$ cat src/rtl/count_seq_pkg.sv
// Shared encodings for the counter-sequencing arbiter: FSM states and
// counter direction constants.
package count_seq_pkg;

  typedef enum logic [1:0] {
    ST_IDLE = 2'd0,
    ST_RUN  = 2'd1,
    ST_DONE = 2'd2
  } state_e;

  localparam logic DIR_UP   = 1'b1;
  localparam logic DIR_DOWN = 1'b0;

endpackage

$ cat src/rtl/updown_counter.sv
// Plain up/down counter: steps by one in the selected direction when enabled,
// otherwise holds. The arbiter above guarantees it never steps past a target,
// so no saturation logic lives here.
module updown_counter
  import count_seq_pkg::*;
#(
  parameter int WIDTH = 3
) (
  input  logic             clk,
  input  logic             reset,
  input  logic             en,
  input  logic             mode,
  output logic [WIDTH-1:0] count
);

  logic [WIDTH-1:0] count_q, count_d;

  // next value: +1 / -1 when enabled, hold otherwise
  always_comb begin
    count_d = count_q;
    if (en) begin
      if (mode == DIR_UP) count_d = count_q + WIDTH'(1);
      else                count_d = count_q - WIDTH'(1);
    end
  end

  // counter register, cleared asynchronously
  always_ff @(posedge clk or posedge reset) begin
    if (reset) count_q <= '0;
    else       count_q <= count_d;
  end

  assign count = count_q;

endmodule

$ cat src/rtl/count_seq_arbiter.sv
// Round-robin arbiter that hands one shared up/down counter to one of two
// requesters at a time and walks the counter to that requester's target.
// The count value persists between jobs; each job starts where the last ended.
module count_seq_arbiter
  import count_seq_pkg::*;
#(
  parameter int WIDTH = 3,
  parameter int NREQ  = 2
) (
  input  logic             clk,
  input  logic             reset,
  input  logic [NREQ-1:0]  req,
  input  logic [WIDTH-1:0] tgt0,
  input  logic [WIDTH-1:0] tgt1,
  output logic [NREQ-1:0]  ack,
  output logic             grant_id,
  output logic             busy,
  output logic             done,
  output logic             mode,
  output logic             cnt_en,
  output logic [WIDTH-1:0] count
);

  state_e           state_q;
  logic             rr_q;      // requester that wins a tie next
  logic [WIDTH-1:0] tgt_q;     // latched target of the running job
  logic [NREQ-1:0]  ack_q;
  logic             gid_q;
  logic             busy_q;
  logic             done_q;

  logic             any_req;
  logic             win;
  logic [WIDTH-1:0] win_tgt;
  logic             mode_c;
  logic             en_c;
  logic [WIDTH-1:0] count_w;

  // round-robin pick: tie goes to rr_q, otherwise the lone requester wins
  always_comb begin
    any_req = |req;
    if (req[0] && req[1]) win = rr_q;
    else                  win = req[1];
    win_tgt = win ? tgt1 : tgt0;
  end

  // counter control only active in RUN; direction defaults to up elsewhere
  always_comb begin
    mode_c = DIR_UP;
    en_c   = 1'b0;
    if (state_q == ST_RUN) begin
      mode_c = (tgt_q > count_w) ? DIR_UP : DIR_DOWN;
      en_c   = (count_w != tgt_q);
    end
  end

  // job FSM with registered handshake outputs; ack/done are one-cycle pulses
  always_ff @(posedge clk or posedge reset) begin
    if (reset) begin
      state_q <= ST_IDLE;
      rr_q    <= 1'b0;
      tgt_q   <= '0;
      ack_q   <= '0;
      gid_q   <= 1'b0;
      busy_q  <= 1'b0;
      done_q  <= 1'b0;
    end else begin
      ack_q  <= '0;
      done_q <= 1'b0;
      case (state_q)
        ST_IDLE: begin
          if (any_req) begin
            ack_q   <= NREQ'(1) << win;
            tgt_q   <= win_tgt;
            gid_q   <= win;
            rr_q    <= ~win;
            busy_q  <= 1'b1;
            state_q <= ST_RUN;
          end
        end
        ST_RUN: begin
          // count == target (en_c low) ends the walk; zero-step jobs land here at once
          if (!en_c) begin
            done_q  <= 1'b1;
            state_q <= ST_DONE;
          end
        end
        ST_DONE: begin
          busy_q  <= 1'b0;
          state_q <= ST_IDLE;
        end
        default: begin
          busy_q  <= 1'b0;
          state_q <= ST_IDLE;
        end
      endcase
    end
  end

  updown_counter #(.WIDTH(WIDTH)) u_cnt (
    .clk   (clk),
    .reset (reset),
    .en    (en_c),
    .mode  (mode_c),
    .count (count_w)
  );

  assign ack      = ack_q;
  assign grant_id = gid_q;
  assign busy     = busy_q;
  assign done     = done_q;
  assign mode     = mode_c;
  assign cnt_en   = en_c;
  assign count    = count_w;

endmodule
$ cat config.mk
export PLATFORM = sky130hd
export DESIGN_NAME = count_seq_arbiter
export DESIGN_NICKNAME = d
export VERILOG_FILES = /design/src/rtl/count_seq_pkg.sv /design/src/rtl/updown_counter.sv /design/src/rtl/count_seq_arbiter.sv
export SDC_FILE = /design/constraint.sdc
export NUM_CORES = 1
export LEC_CHECK = 0
export CORE_ASPECT_RATIO = 1.1
export CORE_MARGIN = 2
export CORE_UTILIZATION = 40
export CTS_CLUSTER_SIZE = 8
export DETAILED_ROUTE_END_ITERATION = 8
export PLACE_DENSITY_LB_ADDON = 0.15
export SYNTH_ARGS = -nofsm -noshare
export SYNTH_HDL_FRONTEND = slang
export SYNTH_HIERARCHICAL = 1
export SYNTH_SLANG_ARGS = --single-unit
$ cat constraint.sdc
create_clock -name clk -period 2.1 [get_ports clk]
set_input_delay 0.525 -clock clk [delete_from_list [all_inputs] [get_ports clk]]
set_output_delay 0.525 -clock clk [all_outputs]
set_load 0.005 [all_outputs]
* Yosys cells after proc, flatten, opt, wreduce, memory -nomap -nowiden
Cells that the tools add are included.
Operators by class: $add $sub $neg 2, multipliers 0, div/mod/pow operators 0, order comparisons 1, equality and inequality tests 4, shifts and indexed selects 1, mux-type cells 15, bitwise logic cells 2, reductions and logical operators 6
Operators with widths (count):
- 2-bit 2-to-1 mux | 4
- 1-bit 2-to-1 mux | 7
- 3-bit 2-to-1 mux | 2
- 2-bit AND reduction | 3
- 2-bit != test, second input constant | 2
- 2-bit case mux with 2 select lines | 1
- 3-bit by 1-bit adder with 3-bit output, second input constant | 1
- 3-bit > comparator | 1
- 3-bit != test | 1
- 3-bit by 1-bit subtractor with 3-bit output, second input constant | 1
- 2-bit by 1-bit equality test with 1-bit output, second input constant | 1
- 2-bit logical NOT | 1
- 1-bit inverter | 2
- 1-bit case mux with 2 select lines | 1
- 2-bit OR reduction | 1
- 1-bit by 1-bit << shifter with 2-bit output, first input constant | 1
- 1-bit logical AND | 1
Storage, ports and cells: register bits after elaboration 14, bits in latches 0, memory bits (writable) 0, ROM bits 0, bits of input ports 10, output and inout bits 10, logic and storage cells 39, memories 0

* Logic depth before layout (Yosys ltp)
Gate-level depths: netlist of run 1.
word-level depth 5, gate-level depth with buffers 10, mapped depth without buffers 10

* By module
The synthesis of run 1 kept the hierarchy.
Modules (own cells, without submodules):
- count_seq_arbiter | instances 1, cells each 52, area each 536.8 um^2, seq. area each 275.3 um^2
- updown_counter | instances 1, cells each 11, area each 143.9 um^2, seq. area each 75.1 um^2

* Worst setup path before layout of run 1
Ideal clock, no wire load.
path kind flip-flop to flip-flop, from reg u_cnt.count_q[1] (netlist: u_cnt/count[1]), to reg u_cnt.count_q[2] (netlist: u_cnt/count[2]), setup time 0.123 ns, arrival time 2.006 ns, data required time 1.977 ns, path slack -0.030 ns, stages on the path, launching flop included 11, buffers on the path 0, period minus slack after synthesis 2.130 ns, cell sequence dfrtp_1 > inv_1 > ha_1 > nor2b_1 > o21ai_0 > a21oi_1 > inv_1 > fa_1 > xnor2_1 > nand2_1 > xnor2_1
Between the ends: longest elaborated chain between the ends 4, elaborated cells between the ends (all ways) 8, those cells by class add/sub (2); order compare (1); eq/ne (1); mux (4)
Ends and longest elaborated chain:
- start, declared | line updown_counter.sv:16 | logic [WIDTH-1:0] count_q, count_d;
- start signal, assigned | line updown_counter.sv:30 | else count_q <= count_d;
- 3-bit > comparator | line count_seq_arbiter.sv:52 | mode_c = (tgt_q > count_w) ? DIR_UP : DIR_DOWN;
- 1-bit 2-to-1 mux | line count_seq_arbiter.sv:52
- 1-bit 2-to-1 mux | line count_seq_arbiter.sv:51 | if (state_q == ST_RUN) begin
- named net mode | line count_seq_arbiter.sv:19 | output logic mode,
- 3-bit 2-to-1 mux | line updown_counter.sv:22 | if (mode == DIR_UP) count_d = count_q + WIDTH'(1);
The timed path passes the listed nets, and every way through them passes these cells. A chain may end at the register's enable or synchronous reset.

* Worst setup path in the final report of run 1
from reg tgt_q[1], to out mode
Between the ends: longest elaborated chain between the ends 3
Ends and longest elaborated chain:
- start, declared | line count_seq_arbiter.sv:26 | logic [WIDTH-1:0] tgt_q;
- start signal, assigned | line count_seq_arbiter.sv:74 | tgt_q <= win_tgt;
- 3-bit > comparator | line count_seq_arbiter.sv:52
- 1-bit 2-to-1 mux | line count_seq_arbiter.sv:52
- 1-bit 2-to-1 mux | line count_seq_arbiter.sv:51
- end, declared | line count_seq_arbiter.sv:19
Every way passes these cells.

==> summary.md, run 1 <==
The total non-filler cell area in the finished layout is 1017 µm², and the clock insertion delay at the later pin of the skew report is 280 ps. Synthesis produced a netlist whose cell count is 63. The initial core utilization was 43.17%. For this run the aggregate overflow at the end of global routing stands at 0. The worst setup path is captured at a primary output. The synthesis-to-finish area growth came out at 49.45%. Most used flip-flop cell after synthesis: sky130_fd_sc_hd__dfrtp_1. The reg-to-reg critical path startpoint is tgt_q[1]. The floorplan step set the die width to 43.33 µm. The final layout contains routed wiring with a total length of 1488 µm.

In the synthesized netlist, the cells that appear most often are sky130_fd_sc_hd__dfrtp_1, sky130_fd_sc_hd__inv_1, sky130_fd_sc_hd__nor2_1, sky130_fd_sc_hd__a21oi_1, sky130_fd_sc_hd__ha_1. Detailed routing inserted a total of 503 vias. Total die area: 2048 µm².

The largest single stage delay on the critical path is 430 ps. Summed over all instances, the cell type with the most area after synthesis is sky130_fd_sc_hd__dfrtp_1. The most common cell in the synthesized netlist is sky130_fd_sc_hd__dfrtp_1.

The startpoint-to-endpoint class of the critical path is reg -> out. The I/O pin total is 20, and the number of warning messages in the yosys log is 6. The category of cells accounting for the largest share of critical-path delay was flip-flops. The run gives 106 as the number of nets in the finished design. For the normalized max-slew margin, the log shows 62.96%. For the slack of the worst reg-to-reg path, the log shows 70 ps. Clock tree root driver cell: sky130_fd_sc_hd__clkbuf_4. Final worst-path cycle share: 98.83%. Setup repair after global routing could not meet its margin everywhere. The number of global-route vias before repair was 485. Dividing the detail-routed wire length by the instance count gives 13.78 µm.

TritonCTS created 3 clock buffers. The number of antenna diodes was 0. STA classifies the critical path startpoint as a flop. At the pin with the least slew margin, the transition time is 551.9 ps. Clock-pin slew was measured on the worst setup and hold paths at 90 ps. The flip-flop and latch count after synthesis works out to 14. The number of buffers and inverters on the critical path is 1.

The tools report the number of max-slew violations in the final report as 0. The total power density per cell area is 1834 nW/µm². The maximum fanout count along the critical path is 3. After the first detailed-routing iteration, the DRC count stood at 4. Final-report setup violation count: 0.

At the placement stage, the worst setup path has a slack of -39.55 ps. The pin count of the biggest net entering global routing was 12. The time the worst path needs with I/O delays and setup came out at 2075 ps. The die is 47.27 µm tall. In the synthesized netlist the async set-or-reset flop fraction comes to 100.0%. Beginning of the critical path: tgt_q[1]. The power after layout is 1.865 mW. For the worst supply voltage drop on vdd, the log shows 1.498 mV.

The instance area after placement is 928.4 µm², and the row count is 15. The initial antenna violation count is 0, and the portion of the post-synthesis area used by sequential elements is 51.47%. For the maximum achievable frequency, the log shows 0.4818 GHz. Count of input and output buffers: 19. The tools report the worst hold slack as 420.3 ps. The worst hold path belongs to the class in -> async. STA puts the critical path data required time at 1570 ps. The tools report the area of the mapped netlist as 680.7 µm². Number of standard cells in the final layout excluding fillers: 108. For this run, design rule violations remaining after detail routing come to 0.

No sink is reached through more buffers than the 2 on the longest clock path. Traced cell by cell, the critical path runs through ha_4, nor2b_4, o21ai_2, a21oi_2, buf_2. The tools report the standby leakage power as 0.4916 nW. The floorplan step defined a core boundary enclosing 1577 µm². Yosys mapped a number of flops with a built-in enable equal to 0.

The first global-routing pass estimated 2283 µm of wire. Of the cells placed in the final design, the portion with a size suffix greater than 1 is 25.27%. The CTS sink count was 14.

The worst path meets setup with 24.62 ps of slack. The tools report the number of optimization iterations in the first detailed-route pass as 4. Across every metal layer, demand over resource in global routing totals 16.41%. Dividing the detail-routed via count by the number of cells gives 4.657. The slowest cell on the critical path is sky130_fd_sc_hd__dfrtp_1. For the H-tree level count, the log shows 1. The run finished with clean final reports.

TritonCTS built the clock tree. After synthesis, the cell types taking the most area are sky130_fd_sc_hd__dfrtp_1, sky130_fd_sc_hd__inv_1, sky130_fd_sc_hd__ha_1. Across the routed clock network, the largest skew measured is 0.9676 ps. The half-perimeter wire length of the detailed placement result was 1005 µm; the average cell area after synthesis was 10.80 µm².

After synthesis, the netlist uses 25 different library cells. Data arrives at the worst endpoint at 1550 ps. The number of nets in the synthesized netlist is 77. Weighted congestion reported at the end of routability-driven placement: 0.7992.

The final antenna-violating net count is 0. The number of buffers added to fix hold violations after cts is 0, and the number of hold-slack violations in the final timing report is 0. After detailed placement, the design holds a cell count of 103. Max-cap violations in this run came to 0. Fraction of synthesized cell area taken by the top area cell type: 51.47%.
==> final cells by class <==
class                      count  area [µm²]
inverter                      12       45.04
clock buffer                   4       36.28
fill                         144       559.3
timing repair buffer          25       229.0
multi-input combinational     36       335.3
sequential                    14       350.3
tap                           17       21.27
==> what timing repair did <==
item,CTS,global route
pin swaps,2,3
buffers inserted,0,1
setup endpoints to repair,3,4
resized for setup,11,4
==> registers in the layout, summed over array words and instances (netlist names) <==
signal and count:
done 1, state_q 2, ack 2, busy 1
u_cnt/count 3, tgt_q 3, grant_id 1, rr_q 1
==> path summary, 6_finish.rpt <==
| path | to | depth (start not counted) |
|---|---|---|
| max | mode | 5 |
| min | u_cnt/count[2] | 2 |
| max reg2reg | u_cnt/count[2] | 9 |
| min reg2reg | grant_id | 1 |
| max in group asynchronous | done | 2 |
| min in group clk | grant_id | 1 |
==> layout by cell type (no fill, tap or decap), types with 2 or more instances in the layout <==
cell type and instances:
sky130_fd_sc_hd__clkdlybuf4s50_1 17, sky130_fd_sc_hd__dfrtp_1 14, sky130_fd_sc_hd__inv_1 11, sky130_fd_sc_hd__buf_4 6
sky130_fd_sc_hd__nor2_1 5, sky130_fd_sc_hd__clkbuf_4 3, sky130_fd_sc_hd__nand2b_1 2, sky130_fd_sc_hd__nor2b_4 2
sky130_fd_sc_hd__a2111oi_0 2, sky130_fd_sc_hd__a221o_1 2, sky130_fd_sc_hd__a21oi_1 2, sky130_fd_sc_hd__ha_4 2
sky130_fd_sc_hd__xnor2_1 2
==> per-layer routing <==
layer  vias up  wire, µm  part of all wire, %  track usage [%]
li1        264         -                    -                -
met1       226       660                   44            20.34
met2        13       775                   52            26.27
met3         0        52                  3.5            4.615
met4         0         0                    0            9.091
met5         -         0                    0                0
==> cell families after synthesis <==
family | after synthesis | share of synthesized area (%)
flops | 14 | 51.47
simple gates | 14 | 12.31
buf+inv | 13 | 7.352
compound gates | 14 | 14.89
fa+ha+maj | 4 | 8.457
mux | 1 | 1.654
xor+xnor | 3 | 3.861
==> report_power, final <==
| group | total (mW) | switching [mW] | internal (mW) |
|---|---|---|---|
| logic | 1.19 | 0.510 | 0.676 |
| clock network | 0.198 | 0.0923 | 0.105 |
| registers | 0.481 | 0.0758 | 0.406 |
==> through the flow <==
stage / utilization, % / setup TNS [ps]
final: 64.52 / 0
after global routing: 64.52 / -73.12
after CTS: 62.54 / 0
after detailed placement: 58.89 / -50.30
after global placement: 58.89 / -10.84
after floorplan: - / 0
(Power assumes the default switching activity.)
==> inputs of run 2 (changes only) <==
--- a/config.mk
+++ b/config.mk
@@ -10,8 +10,9 @@
 export CORE_UTILIZATION = 40
 export CTS_CLUSTER_SIZE = 8
 export DETAILED_ROUTE_END_ITERATION = 8
-export PLACE_DENSITY_LB_ADDON = 0.15
+export PLACE_DENSITY = 0.72
 export SYNTH_ARGS = -nofsm -noshare
 export SYNTH_HDL_FRONTEND = slang
 export SYNTH_HIERARCHICAL = 1
 export SYNTH_SLANG_ARGS = --single-unit
+export TNS_END_PERCENT = 30
==> run 2 against run 1 <==
Net effect: power rose by 1.2%; clock power about the same; global-route usage is 0.15 points lower; utilization decreased by 0.63 points; critical path type is now reg -> reg.
==> summary.md, run 2 (synthesized netlist as in run 1, its figures left out) <==
The flow ran to the end, and the final reports show no timing, DRC or antenna violations. The initial DRC count is 15 (+11), and the maximum fanout count along the critical path is 2 (-1). The number of global-route vias before repair is 512 (+5.6%). The final antenna-violating net count came out at 0 (unchanged).

TritonCTS built the clock tree. Count of input and output buffers: 19 (unchanged). The number of antenna diodes is 0 (unchanged), and the total number of cells along the worst setup path is 10 (+5). Leaving out fill and tap cells, the most frequent cell in the layout is sky130_fd_sc_hd__clkdlybuf4s50_1.

For the pin count of the biggest net entering global routing, the log shows 12 (unchanged). The setup clock skew after layout was 1.245 ps (+0.2778 ps); the transition time at the pin with the least slew margin was 580.1 ps (+28.23 ps). The number of optimization iterations in the first detailed-route pass was 6 (+2); the number of buffers added to fix hold violations after cts was 0 (unchanged). The kind of end point of the critical path is a flop.

The number of standard cells in the final layout excluding fillers was 109 (+0.93%). The logs give 2280 ps (+710 ps) for the required time at the worst-slack endpoint and 0.4900 GHz (+1.7%) for the maximum achievable frequency. Setup repair after global routing could not meet its margin everywhere. Number of filler instances in the final layout: 143 (-0.69%). The total non-filler cell area in the finished layout is 1007 µm² (-0.98%). The logs give 0.7942 (-0.63%) for the weighted congestion reported at the end of routability-driven placement and 107 (+0.94%) for the number of nets in the finished design.

Combined flip-flop and latch cell area: 350.3 µm² (unchanged). Total global routing track utilization: 16.26% (-0.15 points). By startpoint and endpoint, the worst setup path is classified as reg -> reg. The time the worst path needs with I/O delays and setup was 2041 ps (-34.64 ps). The signal on the critical path passes through ha_4, nor2b_1, o21ai_1, a21oi_2, buf_4, inv_2, fa_2, xnor2_1, nand2_1, xnor2_1. In the layout the commonest cells are sky130_fd_sc_hd__clkdlybuf4s50_1, sky130_fd_sc_hd__dfrtp_1, sky130_fd_sc_hd__inv_1, sky130_fd_sc_hd__buf_4, sky130_fd_sc_hd__nor2_1. The largest individual stage delay along the critical path comes from the cell sky130_fd_sc_hd__dfrtp_1.

The CTS sink count was 14 (unchanged). The tools report the core box area as 1577 µm² (unchanged). The average wire per standard cell works out to 13.32 µm (-3.3%). For the row count, the log shows 15 (unchanged). The footprint of the multi-input gates is 317.8 µm² (-5.2%). Remaining design rule violation count: 0 (unchanged). The tools report the total wirelength of the detailed-routed design as 1452 µm (-2.4%). For the number of hold-slack violations in the final timing report, the log shows 0 (unchanged).

Total die area: 2048 µm² (unchanged). For the instance area after placement, the log shows 928.4 µm² (unchanged). Path category of the worst min-delay check: in -> async. The run gives 0 (unchanged) as the initial antenna violation count.

The clock transition at the register clock pins on the worst setup and hold paths after CTS is 90 ps (about the same). The biggest cell delay along the critical path came out at 430 ps (about the same). STA classifies the critical path startpoint as a flop. The total power density per cell area is 1875 nW/µm² (+2.3%), and the vias per cell is 5.046 (+8.3%). The logs give 0.4938 nW (+0.44%) for the standby leakage power and 43.17% (unchanged) for the initial core utilization. Cell count after placement: 103 (unchanged). The clock tree root driver cell is sky130_fd_sc_hd__clkbuf_4. The normalized max-slew margin is 61.07% (-1.9 points). The max-cap check violation count was 0 (unchanged); the number of max-slew violations in the final report was 0 (unchanged). The share of layout cells above drive strength 1 is 25.00% (-0.27 points).

For the final-report setup violation count, the log shows 0 (unchanged). Depth of the worst register-to-register path: 10 (+1). The logs give 2220 ps (+670 ps) for the worst endpoint data arrival time and 550 (+9.3%) for the via count of the routed design.

The most frequent cell on the critical path was sky130_fd_sc_hd__xnor2_1. Half-perimeter wire length of the detailed placement result: 1065 µm (+5.9%). Category of cells accounting for the largest share of critical-path delay: adder cells. The first-pass GRT wire length came out at 2297 µm (+0.61%). The synthesis-to-finish area growth is 47.98%, and the total clock buffers created by CTS is 3 (unchanged). The worst supply voltage drop on vdd was 1.149 mV (-23%). The overall die width was 43.33 µm (unchanged). Overall die height: 47.27 µm (unchanged). The H-tree level count was 1 (unchanged); the sum of overflow across all layers after global routing was 0 (unchanged). The I/O pin total is 20 (unchanged), and the maximum clock insertion buffer count is 2 (unchanged).

The clock insertion delay at the later pin of the skew report came out at 290 ps (about the same). The final cell utilization of the core is 63.89% (-0.63 points), and the final worst-path cycle share is 97.18% (-1.6 points). Number of buffers and inverters on the critical path: 2 (+1).
-- run 2: timing repair --
| item | 4_1_cts | 5_1_grt |
|---|---|---|
| pin swaps | 2 | 5 |
| resized for setup | 7 | 7 |
| setup buffers | 2 | 0 |
| hold endpoints to repair | 0 | 0 |
| endpoints found under the setup margin | 2 | 3 |
-- run 2: where the power goes --
part           switching [mW]  internal [mW]
Sequential             0.0751          0.406
Combinational           0.514          0.693
Clock                  0.0947          0.106
-- run 2: worst paths after layout --
path                                  end      from  slack (ps)
min in group clk                 grant_id  grant_id         490
min reg2reg                      grant_id  grant_id         490
max reg2reg                u_cnt/count[2]  tgt_q[1]          60
max in group asynchronous          ack[0]     reset        1240
min                        u_cnt/count[1]     reset         420
max                        u_cnt/count[2]  tgt_q[1]          60
-- run 2: area by class of cell --
type	instances	share of cell area, %
Sequential cell	14	34.78
Multi-Input combinational cell	36	31.55
Timing Repair Buffer	26	23.48
Inverter	12	4.472
Clock buffer	4	3.602
Tap cell	17	2.112
-- run 2: worst register-to-register path, delay by kind of cell (launching register included) --
family,cells,cell delay [ps]
AOI/OAI and AO/OA,2,220
adders and majority gates,2,620
DFF,1,430
buffers and inverters,2,170
xor gates and xnor gates,2,280
and+or+nand+nor,2,210
-- run 2: per-layer routing --
layer	GRT usage [%]	wire length, µm
met1	21.77	647
met2	23.88	701
met3	2.308	64
met4	12.73	38
met5	0	0
-- run 2: per-stage QoR --
stage / total power [mW] / setup slack, ps / setup TNS [ps] / hold WS (ps)
finish: 1.888 / 59.26 / 0 / 423.7
global route: 2.048 / -62.73 / -80.96 / 445.7
CTS: 1.842 / -40.36 / -72.64 / 412.6
detailed placement: 1.547 / -11.50 / -11.50 / 468.7
global placement: 1.515 / 39.02 / 0 / 463.2
floorplan: 1.058 / 33.32 / 0 / 278.6
==> inputs of run 3 (changes only) <==
--- a/config.mk
+++ b/config.mk
@@ -5,12 +5,14 @@
 export SDC_FILE = /design/constraint.sdc
 export NUM_CORES = 1
 export LEC_CHECK = 0
+export ABC_AREA = 1
 export CORE_ASPECT_RATIO = 1.1
 export CORE_MARGIN = 2
-export CORE_UTILIZATION = 40
+export CORE_UTILIZATION = 48
 export CTS_CLUSTER_SIZE = 8
 export DETAILED_ROUTE_END_ITERATION = 8
-export PLACE_DENSITY = 0.72
+export PLACE_DENSITY = 0.8
+export SLEW_MARGIN = 20
 export SYNTH_ARGS = -nofsm -noshare
 export SYNTH_HDL_FRONTEND = slang
 export SYNTH_HIERARCHICAL = 1
==> constraint.sdc (replaced) <==
create_clock -name clk -period 2.5 [get_ports clk]
set_input_delay 0.625 -clock clk [delete_from_list [all_inputs] [get_ports clk]]
set_output_delay 0.625 -clock clk [all_outputs]
set_load 0.005 [all_outputs]
==> run 3 against run 2 <==
Net effect: synthesized cell count is 29% higher; global-route usage is 5.3 points higher; combinational power is 23% lower; cell area is 1.7% lower; clock skew is 8.0 ps higher; highest routed layer unchanged; utilization is 8.5 points higher; clock-buffer cell count is 1 lower; non-clock buffer count is 2 lower; critical path type is now reg -> out; area after synthesis is 3.1% higher; flip-flop and latch count stayed put; clock power is 35% lower.
==> summary.md, run 3 <==
The half-perimeter wire length of the detailed placement result is 1088 µm (+2.2%). The max-cap check violation count is 0 (unchanged), and the total power density per cell area is 1494 nW/µm² (-20%). Number of optimization iterations in the first detailed-route pass: 4 (-2).

For the initial antenna violation count, the log shows 0 (unchanged). In the synthesized netlist, the cells that appear most often are sky130_fd_sc_hd__nand2_1, sky130_fd_sc_hd__inv_1, sky130_fd_sc_hd__dfrtp_1, sky130_fd_sc_hd__nand3_1, sky130_fd_sc_hd__nor2_1. Relative to the synthesized area, the layout overhead comes to 41.00%. The number of hold-slack violations in the final timing report is 0 (unchanged), and the number of buffers and inverters on the critical path is 2 (unchanged). The setup clock skew after layout was 9.229 ps (+7.984 ps). Traced cell by cell, the critical path runs through ha_1, nand3_2, nand2_1, inv_2, clkdlybuf4s50_1. The most common cell after layout, fill and taps aside is sky130_fd_sc_hd__nand2_1. The portion of the post-synthesis area used by sequential elements was 49.91% (-1.6 points); the fraction of synthesized cell area taken by the top area cell type was 49.91% (-1.6 points). The run gives 71.39 ps (+12.13 ps) as the final setup slack of the worst path. The flip-flop and latch count after synthesis is 14 (unchanged).

The run gives 1 (unchanged) as the H-tree level count. The transition time at the pin with the least slew margin is 419.1 ps (-160.9 ps). The weighted congestion reported at the end of routability-driven placement is 0.6979 (-12%), and the time the worst path needs with I/O delays and setup is 2429 ps. The worst endpoint data arrival time was 1800 ps (-420 ps). Number of antenna diodes: 0 (unchanged).

The count of input and output buffers came out at 19 (unchanged). The pin count of the biggest net entering global routing came out at 12 (unchanged). The worst setup path is of the reg -> out kind.

The number of filler instances in the final layout is 113 (-21%). The total global routing track utilization came out at 21.55% (+5.3 points). Count of mapped cells out of synthesis: 81 (+29%). The clock insertion delay at the later pin of the skew report is 290 ps (about the same).

Final cell utilization of the core: 72.44% (+8.5 points). The average wire per standard cell was 12.13 µm (-8.9%). The share of synthesized flip-flops with an asynchronous set or reset is 100.0% (unchanged), and the vias per cell is 5.177 (+2.6%). The final-report setup violation count was 0 (unchanged). TritonCTS built the clock tree. The maximum achievable frequency was 0.4118 GHz. The tightest min-delay check is of the reg -> reg type. The met2 track demand over resource was 33.97% (+10 points).

The tools report the normalized max-slew margin as 72.03% (+11 points). The number of warning messages in the yosys log was 6 (unchanged). The largest individual stage delay along the critical path comes from the cell sky130_fd_sc_hd__clkdlybuf4s50_1. The startpoint class of the critical path was a flop. The area of the mapped netlist was 701.9 µm² (+3.1%). The tree is rooted in a sky130_fd_sc_hd__clkbuf_4. Summed over all instances, the cell type with the most area after synthesis is sky130_fd_sc_hd__dfrtp_1. Category of cells accounting for the largest share of critical-path delay: buffers and inverters. Biggest cell delay along the critical path: 490 ps (+60 ps). Share of layout cells above drive strength 1: 14.81% (-10 points). In the layout the commonest cells are sky130_fd_sc_hd__nand2_1, sky130_fd_sc_hd__clkdlybuf4s50_1, sky130_fd_sc_hd__inv_1, sky130_fd_sc_hd__dfrtp_1, sky130_fd_sc_hd__nand3_1. The run finished with clean final reports. Most used flip-flop cell after synthesis: sky130_fd_sc_hd__dfrtp_1. The I/O pin total came out at 20 (unchanged).

The run gives 1880 ps (-400 ps) as the required time at the worst-slack endpoint. Total number of cells along the worst setup path: 5 (-5). The most common cell in the synthesized netlist is sky130_fd_sc_hd__nand2_1.

The run gives 1366 µm² (-13%) as the core box area. The number of buffers added to fix hold violations after cts was 0 (unchanged); the via count of the routed design was 642 (+17%). The tools report the number of global-route vias before repair as 602 (+18%). The maximum clock insertion buffer count is 2 (unchanged), and the global routing usage on met3 is 5.025% (+2.7 points). The first-pass GRT wire length was 2553 µm (+11%); the accumulated negative setup slack was 0 ps (unchanged). The overall die width is 40.46 µm (-6.6%), and the net count of the mapped netlist is 95 (+23%). Number of max-slew violations in the final report: 0 (unchanged). The tools report the standby leakage power as 0.5147 nW (+4.2%). The row count was 14 (-1). The worst hold slack was 496.1 ps (+72.49 ps); the initial core utilization was 51.37% (+8.2 points). The pre-CTS setup slack was 166.7 ps (+178.2 ps); the total die area was 1784 µm² (-13%). Of the available clock period, the critical path in the final layout requires 97.14%. Met1 track demand over resource in global routing: 26.25% (+4.5 points). The count of flip-flops with a built-in enable after synthesis came out at 0 (unchanged).

The final antenna-violating net count came out at 0 (unchanged). The maximum fanout count along the critical path was 4 (+2); the depth of the worst register-to-register path was 9 (-1). The tools report the number of distinct library cell variants in the gate-level netlist after synthesis as 17 (-32%).

The kind of end point of the critical path is a primary output. The clock transition at the register clock pins on the worst setup and hold paths after CTS is 90 ps (about the same). In this run the most used layer during global routing was met2. For the total wirelength of the detailed-routed design, the log shows 1504 µm (+3.6%). For the number of nets in the finished design, the log shows 124 (+16%).

Yosys attributes the largest share of cell area to sky130_fd_sc_hd__dfrtp_1, sky130_fd_sc_hd__nand2_1, sky130_fd_sc_hd__inv_1. The initial DRC count is 8 (-7), and the total clock buffers created by CTS is 3 (unchanged). For the sum of overflow across all layers after global routing, the log shows 0 (unchanged). The run gives 0.7308 mV (-36%) as the worst supply voltage drop on vdd. The tools report the remaining design rule violation count as 0 (unchanged). The CTS sink count is 14 (unchanged), and the number of stages on the worst hold path is 2.

Average cell area after synthesis: 8.666 µm² (-20%). The overall die height was 44.11 µm (-6.7%).
[run 3: cell types whose count changed after synthesis, sizes merged, moves of 3 or more]
cell / before / now
inv: 12 / 16
nand2: 1 / 21
nand2b: 3 / 0
nand3: 1 / 8
nand4: 0 / 3
[run 3: layout make-up]
cell class | instances | area (µm²) | area share (%)
flip-flops and latches | 14 | 351.6 | 35.52
multi-input cells | 51 | 309.0 | 31.23
repair buffers | 24 | 226.5 | 22.88
inverters | 16 | 60.06 | 6.068
clock buffers | 3 | 22.52 | 2.276
well taps | 16 | 20.02 | 2.023
[run 3: where the power goes]
group / leakage (nW) / switching [mW] / internal (mW)
combinational: 0.329 / 0.457 / 0.475
sequential: 0.171 / 0.0776 / 0.338
clock: 0.0138 / 0.0744 / 0.0561
[run 3: timing repair]
item / 4_1_cts / 5_1_grt
buffers inserted: 2 / 3
pin swaps: 0 / 0
resized for setup: 3 / 2
endpoints found under the setup margin: 2 / 1
[run 3: worst paths after layout]
| path | endpoint | slack (ps) | startpoint |
|---|---|---|---|
| worst min register to register | busy | 500 | busy |
| worst max register to register | u_cnt/count[1] | 500 | u_cnt/count[1] |
| min in group asynchronous | u_cnt/count[2] | 520 | reset |
| max in group asynchronous | busy | 1550 | reset |
| worst min-delay path | busy | 500 | busy |
| worst max-delay path | cnt_en | 70 | u_cnt/count[0] |
[run 3: kinds of logic (layout without fill, tap and decap cells)]
family | after synthesis | in the layout | share of synthesized area [%]
and+or+nand+nor | 40 | 40 | 25.85
buffers and inverters | 16 | 43 | 8.555
DFF | 14 | 14 | 49.91
AOI/OAI and AO/OA | 5 | 5 | 4.100
adders and majority gates | 4 | 4 | 8.200
xor gates and xnor gates | 1 | 1 | 1.248
muxes | 1 | 1 | 2.138
[run 3: per-layer routing]
metal / up-vias / part of all wire, %
met5: - / 0
met4: 0 / 3.6
met1: 291 / 40
met2: 35 / 50
li1: 309 / -
met3: 7 / 6.6
[run 3: through the flow]
stage / instances / total power, mW / area, µm²
4_1_cts: 121 / 1.394 / 953.4
3_5_place_dp: 116 / 1.222 / 912.1
6_report: 124 / 1.479 / 989.7
5_1_grt: 124 / 1.616 / 989.7
3_3_place_gp: 116 / 1.182 / 912.1
2_1_floorplan: 81 / 0.9033 / 701.9
[run 3: worst register-to-register path: stages (launching register included)]
cell	delay, ps
sky130_fd_sc_hd__dfrtp_1	380
sky130_fd_sc_hd__inv_1	60
sky130_fd_sc_hd__ha_1	300
sky130_fd_sc_hd__nand3b_1	80
sky130_fd_sc_hd__nand2_1	70
sky130_fd_sc_hd__nand2_1	50
sky130_fd_sc_hd__nand2_1	100
sky130_fd_sc_hd__inv_1	90
sky130_fd_sc_hd__fa_1	480
sky130_fd_sc_hd__mux2_4	270
